===== src/rtl/lsu_pkg.sv =====
// Shared types for the load/store unit memory controller.
// Size and FSM encodings plus default widths.
package lsu_pkg;

   typedef enum logic [1:0] {
      SZ_B = 2'd0,
      SZ_H = 2'd1,
      SZ_W = 2'd2,
      SZ_D = 2'd3
   } lsu_size_e;

   typedef enum logic [1:0] {
      IDLE = 2'd0,
      REQ  = 2'd1,
      RESP = 2'd2,
      DONE = 2'd3
   } lsu_state_e;

   localparam int unsigned XLEN_DEF   = 64;
   localparam int unsigned ADDR_W_DEF = 64;

   function automatic int unsigned size_bytes(lsu_size_e s);
      return 32'd1 << s;
   endfunction

endpackage


===== src/rtl/lsu_mem_ctrl_if.sv =====
// Execute-side request, memory bus and result handshakes of the LSU.
// master = LSU view, slave = surrounding pipeline / bus view.
interface lsu_mem_ctrl_if #(
   parameter int XLEN   = 64,
   parameter int ADDR_W = 64
);
   localparam int STRB_W = XLEN / 8;

   logic              in_valid;
   logic              in_ready;
   logic [ADDR_W-1:0] in_addr;
   logic              in_we;
   logic [1:0]        in_size;
   logic              in_unsigned;
   logic [XLEN-1:0]   in_wdata;

   logic              mem_req_valid;
   logic              mem_req_ready;
   logic [ADDR_W-1:0] mem_req_addr;
   logic              mem_req_we;
   logic [XLEN-1:0]   mem_req_wdata;
   logic [STRB_W-1:0] mem_req_wstrb;
   logic              mem_resp_valid;
   logic [XLEN-1:0]   mem_resp_rdata;
   logic              mem_resp_err;

   logic              out_valid;
   logic              out_ready;
   logic [XLEN-1:0]   out_rdata;
   logic              out_fault;

   modport master (
      input  in_valid, in_addr, in_we, in_size,
      input  in_unsigned, in_wdata,
      output in_ready,
      output mem_req_valid, mem_req_addr, mem_req_we,
      output mem_req_wdata, mem_req_wstrb,
      input  mem_req_ready,
      input  mem_resp_valid, mem_resp_rdata, mem_resp_err,
      output out_valid, out_rdata, out_fault,
      input  out_ready
   );

   modport slave (
      output in_valid, in_addr, in_we, in_size,
      output in_unsigned, in_wdata,
      input  in_ready,
      input  mem_req_valid, mem_req_addr, mem_req_we,
      input  mem_req_wdata, mem_req_wstrb,
      output mem_req_ready,
      output mem_resp_valid, mem_resp_rdata, mem_resp_err,
      input  out_valid, out_rdata, out_fault,
      output out_ready
   );

endinterface


===== src/rtl/lsu_align.sv =====
// Byte-lane alignment: store strobes/data shift and load
// extraction with sign or zero extension.
module lsu_align
   import lsu_pkg::*;
#(
   parameter  int XLEN   = 64,
   localparam int STRB_W = XLEN / 8,
   localparam int OFF_W  = $clog2(STRB_W)
) (
   input  logic [OFF_W-1:0]  off,
   input  lsu_size_e         size,
   input  logic              uns,
   input  logic [XLEN-1:0]   st_data,
   input  logic [XLEN-1:0]   ld_beat,
   output logic [STRB_W-1:0] wstrb,
   output logic [XLEN-1:0]   wdata,
   output logic [XLEN-1:0]   ld_data
);

   logic [STRB_W-1:0] base;
   logic [XLEN-1:0]   sh;

   always_comb begin
      base = '0;
      unique case (size)
         SZ_B: base = STRB_W'(8'h01);
         SZ_H: base = STRB_W'(8'h03);
         SZ_W: base = STRB_W'(8'h0F);
         SZ_D: base = STRB_W'(8'hFF);
      endcase
   end

   // lanes shifted past the top of the beat are simply dropped
   assign wstrb = base << off;
   assign wdata = st_data << {off, 3'b000};
   assign sh    = ld_beat >> {off, 3'b000};

   always_comb begin
      ld_data = sh;
      unique case (size)
         SZ_B: ld_data = uns ? XLEN'(sh[7:0])
                             : XLEN'($signed(sh[7:0]));
         SZ_H: ld_data = uns ? XLEN'(sh[15:0])
                             : XLEN'($signed(sh[15:0]));
         SZ_W: ld_data = uns ? XLEN'(sh[31:0])
                             : XLEN'($signed(sh[31:0]));
         SZ_D: ld_data = sh;
      endcase
   end

endmodule


===== src/rtl/lsu_mem_ctrl.sv =====
// Multicycle LSU: one transaction in flight, registered bus request.
// Define LSU_MISALIGN_TRAP_EN to fault misaligned accesses.
module lsu_mem_ctrl
   import lsu_pkg::*;
#(
   parameter int XLEN   = 64,
   parameter int ADDR_W = 64
) (
   input logic           clock,
   input logic           reset_n,
   lsu_mem_ctrl_if.master bus
);

   localparam int STRB_W = XLEN / 8;
   localparam int OFF_W  = $clog2(STRB_W);

   lsu_state_e        state_q;
   logic [ADDR_W-1:0] addr_q;
   logic              we_q;
   lsu_size_e         size_q;
   logic              uns_q;
   logic [OFF_W-1:0]  off_q;
   logic [XLEN-1:0]   wdata_q;
   logic [STRB_W-1:0] wstrb_q;
   logic [XLEN-1:0]   rdata_q;
   logic              fault_q;

   logic              idle;
   logic [OFF_W-1:0]  off_a;
   lsu_size_e         size_a;
   logic [STRB_W-1:0] al_wstrb;
   logic [XLEN-1:0]   al_wdata;
   logic [XLEN-1:0]   al_ld;
   logic              illegal;
   logic              mis;
   logic              skip;

   assign idle   = (state_q == IDLE);
   // stores align from the live request, loads from captured fields
   assign off_a  = idle ? bus.in_addr[OFF_W-1:0] : off_q;
   assign size_a = idle ? lsu_size_e'(bus.in_size) : size_q;

   lsu_align #(.XLEN(XLEN)) u_align (
      .off     (off_a),
      .size    (size_a),
      .uns     (uns_q),
      .st_data (bus.in_wdata),
      .ld_beat (bus.mem_resp_rdata),
      .wstrb   (al_wstrb),
      .wdata   (al_wdata),
      .ld_data (al_ld)
   );

   assign illegal = (XLEN == 32) && (bus.in_size == 2'd3);

`ifdef LSU_MISALIGN_TRAP_EN
   logic [OFF_W-1:0] amask;
   always_comb begin
      amask = '0;
      unique case (size_a)
         SZ_B: amask = '0;
         SZ_H: amask = OFF_W'(1);
         SZ_W: amask = OFF_W'(3);
         SZ_D: amask = OFF_W'(7);
      endcase
   end
   assign mis = |(bus.in_addr[OFF_W-1:0] & amask);
`else
   assign mis = 1'b0;
`endif

   assign skip = illegal || mis;

   always_ff @(posedge clock or negedge reset_n) begin
      if (!reset_n) begin
         state_q <= IDLE;
         addr_q  <= '0;
         we_q    <= 1'b0;
         size_q  <= SZ_B;
         uns_q   <= 1'b0;
         off_q   <= '0;
         wdata_q <= '0;
         wstrb_q <= '0;
         rdata_q <= '0;
         fault_q <= 1'b0;
      end else begin
         unique case (state_q)
            IDLE: if (bus.in_valid) begin
               addr_q  <= {bus.in_addr[ADDR_W-1:OFF_W],
                           {OFF_W{1'b0}}};
               we_q    <= bus.in_we;
               size_q  <= lsu_size_e'(bus.in_size);
               uns_q   <= bus.in_unsigned;
               off_q   <= bus.in_addr[OFF_W-1:0];
               wdata_q <= al_wdata;
               wstrb_q <= bus.in_we ? al_wstrb : '0;
               rdata_q <= '0;
               fault_q <= skip;
               state_q <= skip ? DONE : REQ;
            end
            REQ: if (bus.mem_req_ready) begin
               state_q <= RESP;
            end
            RESP: if (bus.mem_resp_valid) begin
               fault_q <= bus.mem_resp_err;
               rdata_q <= (we_q || bus.mem_resp_err) ? '0 : al_ld;
               state_q <= DONE;
            end
            DONE: if (bus.out_ready) begin
               state_q <= IDLE;
            end
         endcase
      end
   end

   assign bus.in_ready      = idle;
   assign bus.mem_req_valid = (state_q == REQ);
   assign bus.mem_req_addr  = addr_q;
   assign bus.mem_req_we    = we_q;
   assign bus.mem_req_wdata = wdata_q;
   assign bus.mem_req_wstrb = wstrb_q;
   assign bus.out_valid     = (state_q == DONE);
   assign bus.out_rdata     = rdata_q;
   assign bus.out_fault     = fault_q;

endmodule


===== src/flat_wrapper.sv =====
// flat-port wrapper written by rule: the top's interface ports become plain ports
module lsu_mem_ctrl_flat import lsu_pkg::*;
#(
   parameter int XLEN   = 64,
   parameter int ADDR_W = 64
)
  (clock, reset_n, bus_in_valid, bus_in_addr, bus_in_we, bus_in_size, bus_in_unsigned, bus_in_wdata, bus_in_ready, bus_mem_req_valid, bus_mem_req_addr, bus_mem_req_we, bus_mem_req_wdata, bus_mem_req_wstrb, bus_mem_req_ready, bus_mem_resp_valid, bus_mem_resp_rdata, bus_mem_resp_err, bus_out_valid, bus_out_rdata, bus_out_fault, bus_out_ready);
  lsu_mem_ctrl_if #(.XLEN(XLEN), .ADDR_W(ADDR_W)) bus_i ();
  input logic clock;
  input logic reset_n;
  input wire logic [$bits(bus_i.in_valid)-1:0] bus_in_valid;
  input wire logic [$bits(bus_i.in_addr)-1:0] bus_in_addr;
  input wire logic [$bits(bus_i.in_we)-1:0] bus_in_we;
  input wire logic [$bits(bus_i.in_size)-1:0] bus_in_size;
  input wire logic [$bits(bus_i.in_unsigned)-1:0] bus_in_unsigned;
  input wire logic [$bits(bus_i.in_wdata)-1:0] bus_in_wdata;
  output wire logic [$bits(bus_i.in_ready)-1:0] bus_in_ready;
  output wire logic [$bits(bus_i.mem_req_valid)-1:0] bus_mem_req_valid;
  output wire logic [$bits(bus_i.mem_req_addr)-1:0] bus_mem_req_addr;
  output wire logic [$bits(bus_i.mem_req_we)-1:0] bus_mem_req_we;
  output wire logic [$bits(bus_i.mem_req_wdata)-1:0] bus_mem_req_wdata;
  output wire logic [$bits(bus_i.mem_req_wstrb)-1:0] bus_mem_req_wstrb;
  input wire logic [$bits(bus_i.mem_req_ready)-1:0] bus_mem_req_ready;
  input wire logic [$bits(bus_i.mem_resp_valid)-1:0] bus_mem_resp_valid;
  input wire logic [$bits(bus_i.mem_resp_rdata)-1:0] bus_mem_resp_rdata;
  input wire logic [$bits(bus_i.mem_resp_err)-1:0] bus_mem_resp_err;
  output wire logic [$bits(bus_i.out_valid)-1:0] bus_out_valid;
  output wire logic [$bits(bus_i.out_rdata)-1:0] bus_out_rdata;
  output wire logic [$bits(bus_i.out_fault)-1:0] bus_out_fault;
  input wire logic [$bits(bus_i.out_ready)-1:0] bus_out_ready;
  assign bus_i.in_valid = bus_in_valid;
  assign bus_i.in_addr = bus_in_addr;
  assign bus_i.in_we = bus_in_we;
  assign bus_i.in_size = bus_in_size;
  assign bus_i.in_unsigned = bus_in_unsigned;
  assign bus_i.in_wdata = bus_in_wdata;
  assign bus_in_ready = bus_i.in_ready;
  assign bus_mem_req_valid = bus_i.mem_req_valid;
  assign bus_mem_req_addr = bus_i.mem_req_addr;
  assign bus_mem_req_we = bus_i.mem_req_we;
  assign bus_mem_req_wdata = bus_i.mem_req_wdata;
  assign bus_mem_req_wstrb = bus_i.mem_req_wstrb;
  assign bus_i.mem_req_ready = bus_mem_req_ready;
  assign bus_i.mem_resp_valid = bus_mem_resp_valid;
  assign bus_i.mem_resp_rdata = bus_mem_resp_rdata;
  assign bus_i.mem_resp_err = bus_mem_resp_err;
  assign bus_out_valid = bus_i.out_valid;
  assign bus_out_rdata = bus_i.out_rdata;
  assign bus_out_fault = bus_i.out_fault;
  assign bus_i.out_ready = bus_out_ready;
  lsu_mem_ctrl #(.XLEN(XLEN), .ADDR_W(ADDR_W)) u_core (.clock(clock), .reset_n(reset_n), .bus(bus_i));
endmodule

===== config.mk =====
export PLATFORM = sky130hd
export DESIGN_NAME = lsu_mem_ctrl_flat
export DESIGN_NICKNAME = d
export VERILOG_FILES = /design/src/rtl/lsu_pkg.sv /design/src/rtl/lsu_mem_ctrl_if.sv /design/src/rtl/lsu_align.sv /design/src/rtl/lsu_mem_ctrl.sv /design/src/flat_wrapper.sv
export SDC_FILE = /design/constraint.sdc
export NUM_CORES = 1
export LEC_CHECK = 0
export CORE_ASPECT_RATIO = 1.1
export CORE_MARGIN = 1
export CORE_UTILIZATION = 46
export CTS_CLUSTER_DIAMETER = 120
export DETAILED_ROUTE_END_ITERATION = 7
export GPL_TIMING_DRIVEN = 0
export PLACE_DENSITY = 0.94
export SYNTH_ARGS = -nofsm -noshare
export SYNTH_HDL_FRONTEND = slang
export SYNTH_SLANG_ARGS = --single-unit
export TNS_END_PERCENT = 50

===== constraint.sdc =====
create_clock -name clock -period 3.55 [get_ports clock]
set_clock_uncertainty 0.1 [all_clocks]
set_input_delay 0.71 -clock clock [delete_from_list [all_inputs] [get_ports clock]]
set_output_delay 0.71 -clock clock [all_outputs]
set_load 0.005 [all_outputs]

==> metrics.yaml <==
synth_area_um2: 11200
timing.final.crit_period_ps: 3490
criticalPathCategory: "flop to flop"
yosys.area_share.xor_xnor: 0
drive_gt1_frac: 0.112
finalCritPeriodShare: 0.984
crit_path_start: "u_core.state_q[0]$_DFFE_PN0P_"
start_util: 0.471
worstPathArrival_ps: 3820
die_area_um2: 25000
power_density_nw_per_um2: 1010
final-hold-violation-count: 0
drtIter0Drc: 1420
cts.sinks: 207
post_synth.cell_area_avg_um2: 9.86
worstMarginPinSlew_ps: 1230
antenna_found_initial: 9
fin_cells: 1898
synth_ff_type: "dfrtp_1"
die_h_um: 166
antenna_left: 0
io_pins: 408
fin_util: 0.692
leakagePower_uw: 0.00726
timing.hold.ws_ps: 87.1
synth_compound_area_frac: 0.186
synth_cell_types: 49
slew_violations: 0
yosys.area.top_type_share: 0.461
synth_edf_count: 0
timing.final.ws_setup_ps: 57.3
cp_max_fo: 10
ir_drop_mv: 0.482
setup_viol_count_final: 0
core_area_um2: 23800
viasPerCell: 6.25
grt_max_degree: 110
vias: 11861
yosysTopAreaCell: "dfrtp_1"
avgRoutedWirePerCell_um: 26.5
hold_class: "primary input to async pin"
cap_violations: 0
drc: 0
rows: 59
required_ps: 3880
status: "complete, no violations"
routed_wl_um: 50200
fmax_mhz: 286
crit_path_max_incr_delay_ps: 590
end_kind: "flop"
dp_slack_ps: -258
die_w_um: 151
r2r_start: "u_core.state_q[0]$_DFFE_PN0P_"
synth_simple_gate_area_frac: 0.131
worst_setup_path_start_kind: "flop"
portBuffers: 404
cts_max_level: 1
grt_pass1_wl_um: 74700
fillers: 1825
cts_hold_buf: 0
rsz0062_at_grt: "true"
clk_latency_ps: 510
synthAdderAreaFrac: 0.00446
ctsLongestPathBuffers: 3
root_buffer: "clkbuf_16"
finalNetCount: 1778
cts_tree: "yes"
ys_ff_latch: 207
grt_pass1_vias: 11749
synthCells: 1139
synth_top_family_by_area: "compound AO/OA/AOI/OAI gates"
routabilityCongestion: 0.993
area_delta_synth_final_pct: 46.9
path_cells: "inv_1, ha_1, mux2i_2, buf_2, buf_2, buf_2, nand2_1, nor2_1, a21oi_1, o21ai_0"
postSynth.asyncResetShare: 1.00
grt_usage: 0.401
yosys_warnings: 0
maxSlewHeadroom: 0.175
dp_hpwl_um: 38700
tns_ps: 0
synth.yosys.seq_area_share: 0.461
drtPass1Iterations: 5
cts_buffers: 23
crit_top_cell: "buf_2"
grt-ovfl-total: 0
crit_path_top_delay_cell: "mux2i_2"
clk_pin_slew_ps: 70
place_inst: 1851
synth_mux_area_frac: 0.173
synth_area_leaders: "dfrtp_1 46%, nand2_1 7.7%, mux2_2 7.5%, mux2i_1 7.5%, a22o_1 6.3%"
timing repair:
| action | in CTS | in global routing |
|---|---|---|
| gates resized for setup | 0 | 6 |
| endpoints found under the setup margin | 0 | 53 |
| buffers inserted | 0 | 0 |
metal layers:
layer,vias up,global-route usage,wire (um)
met2,876,0.637,23200
met1,5766,0.502,18300
met3,204,0.0852,5440
met5,-,0,22
li1,5011,-,-
met4,4,0.230,3250
layout make-up:
class | instances | area (um^2) | share of cell area
Multi-Input combinational cell | 827 | 5580 | 0.338
Clock inverter | 7 | 101 | 0.00614
Clock buffer | 33 | 673 | 0.0408
Tap cell | 305 | 382 | 0.0231
Antenna cell | 7 | 17.5 | 0.00106
Buffer | 98 | 454 | 0.0275
Sequential cell | 207 | 5180 | 0.314
Inverter | 9 | 33.8 | 0.00205
Timing Repair Buffer | 405 | 4080 | 0.247
final timing paths:
kind	cells past startpoint	end	slack, ps
min reg2reg	2	u_core.bus.mem_req_wdata[8]$_DFFE_PN0P_	380
min in group clock	2	u_core.bus.mem_req_wdata[8]$_DFFE_PN0P_	380
max	10	u_core.bus.mem_req_wdata[46]$_DFFE_PN0P_	60
max reg2reg	10	u_core.bus.mem_req_wdata[46]$_DFFE_PN0P_	60
min	1	u_core.bus.mem_req_wdata[58]$_DFFE_PN0P_	90
max in group asynchronous	2	u_core.off_q[0]$_DFFE_PN0P_	2210
worst max-delay path, delay by kind of cell (launching register included):
family          cells  cell delay [ps]
fa+ha+maj           1              350
buf+inv             4             1110
compound gates      2              340
simple gates        2              530
flops               1              410
mux                 1              590
report_power, final:
| group | total [uW] | internal, uW | leakage [uW] | switching, uW |
|---|---|---|---|---|
| sequential | 4130 | 3420 | 0.00266 | 711 |
| clock | 2480 | 1470 | 0.000373 | 1010 |
| combinational | 10000 | 4540 | 0.00422 | 5470 |
| total | 16600 | 9430 | 0.00726 | 7200 |
Yosys cell counts, drive strengths merged, types with 2 or more instances:
cell / number
and3: 31
a222oi: 7
a22o: 81
o2bb2ai: 9
nand2: 229
a221oi: 8
mux4: 11
a311oi: 8
nand3: 39
a31oi: 2
nand3b: 2
a211oi: 8
mux2: 76
a21oi: 51
buf: 45
a311o: 7
o21ai: 88
a22oi: 9
nor2b: 2
nor3: 5
ha: 4
clkbuf: 53
nor2: 36
dfrtp: 207
o211ai: 9
inv: 9
o31ai: 4
mux2i: 84
o22ai: 2
flip-flops by register name, indices dropped and copies added, names as in the netlist:
name,flops
u_core.bus.out_fault,1
u_core.bus.out_rdata,64
u_core.uns_q,1
u_core.bus.mem_req_we,1
u_core.size_q,2
u_core.off_q,3
u_core.bus.mem_req_wdata,64
u_core.bus.mem_req_addr,61
u_core.bus.mem_req_wstrb,8
u_core.state_q,2
metrics by stage:
step / area (um^2) / power, uW
2_1_floorplan: 11200 / 9110
3_3_place_gp: 15700 / 13700
3_5_place_dp: 15700 / 13800
4_1_cts: 16500 / 16400
5_1_grt: 16500 / 17400
6_report: 16500 / 16600
layout by cell type (no fill, tap or decap), drive strengths merged, types with 2 or more instances in the layout:
master	synthesis	layout
clkdlybuf4s50	0	403
nand2	229	229
dfrtp	207	207
o21ai	88	88
clkbuf	53	86
mux2i	84	84
a22o	81	81
mux2	76	76
a21oi	51	51
buf	45	47
nand3	39	39
nor2	36	36
and3	31	31
mux4	11	11
inv	9	10
o211ai	9	9
o2bb2ai	9	9
a22oi	9	9
a221oi	8	8
a211oi	8	8
a311oi	8	8
diode	0	7
a311o	7	7
a222oi	7	7
nor3	5	5
o31ai	4	4
ha	4	4
conb	1	3
nor2b	2	2
a31oi	2	2
nand3b	2	2
clkinv	0	2
bufinv	0	2
clkinvlp	0	2
o22ai	2	2
cells by family (layout without fill, tap and decap cells):
family,after synthesis,in the layout
buf+inv,107,552
other cells,1,10
mux,171,171
fa+ha+maj,4,4
simple gates,348,348
compound gates,301,301
flops,207,207
No activity file was read; power rests on OpenSTA's default activity.
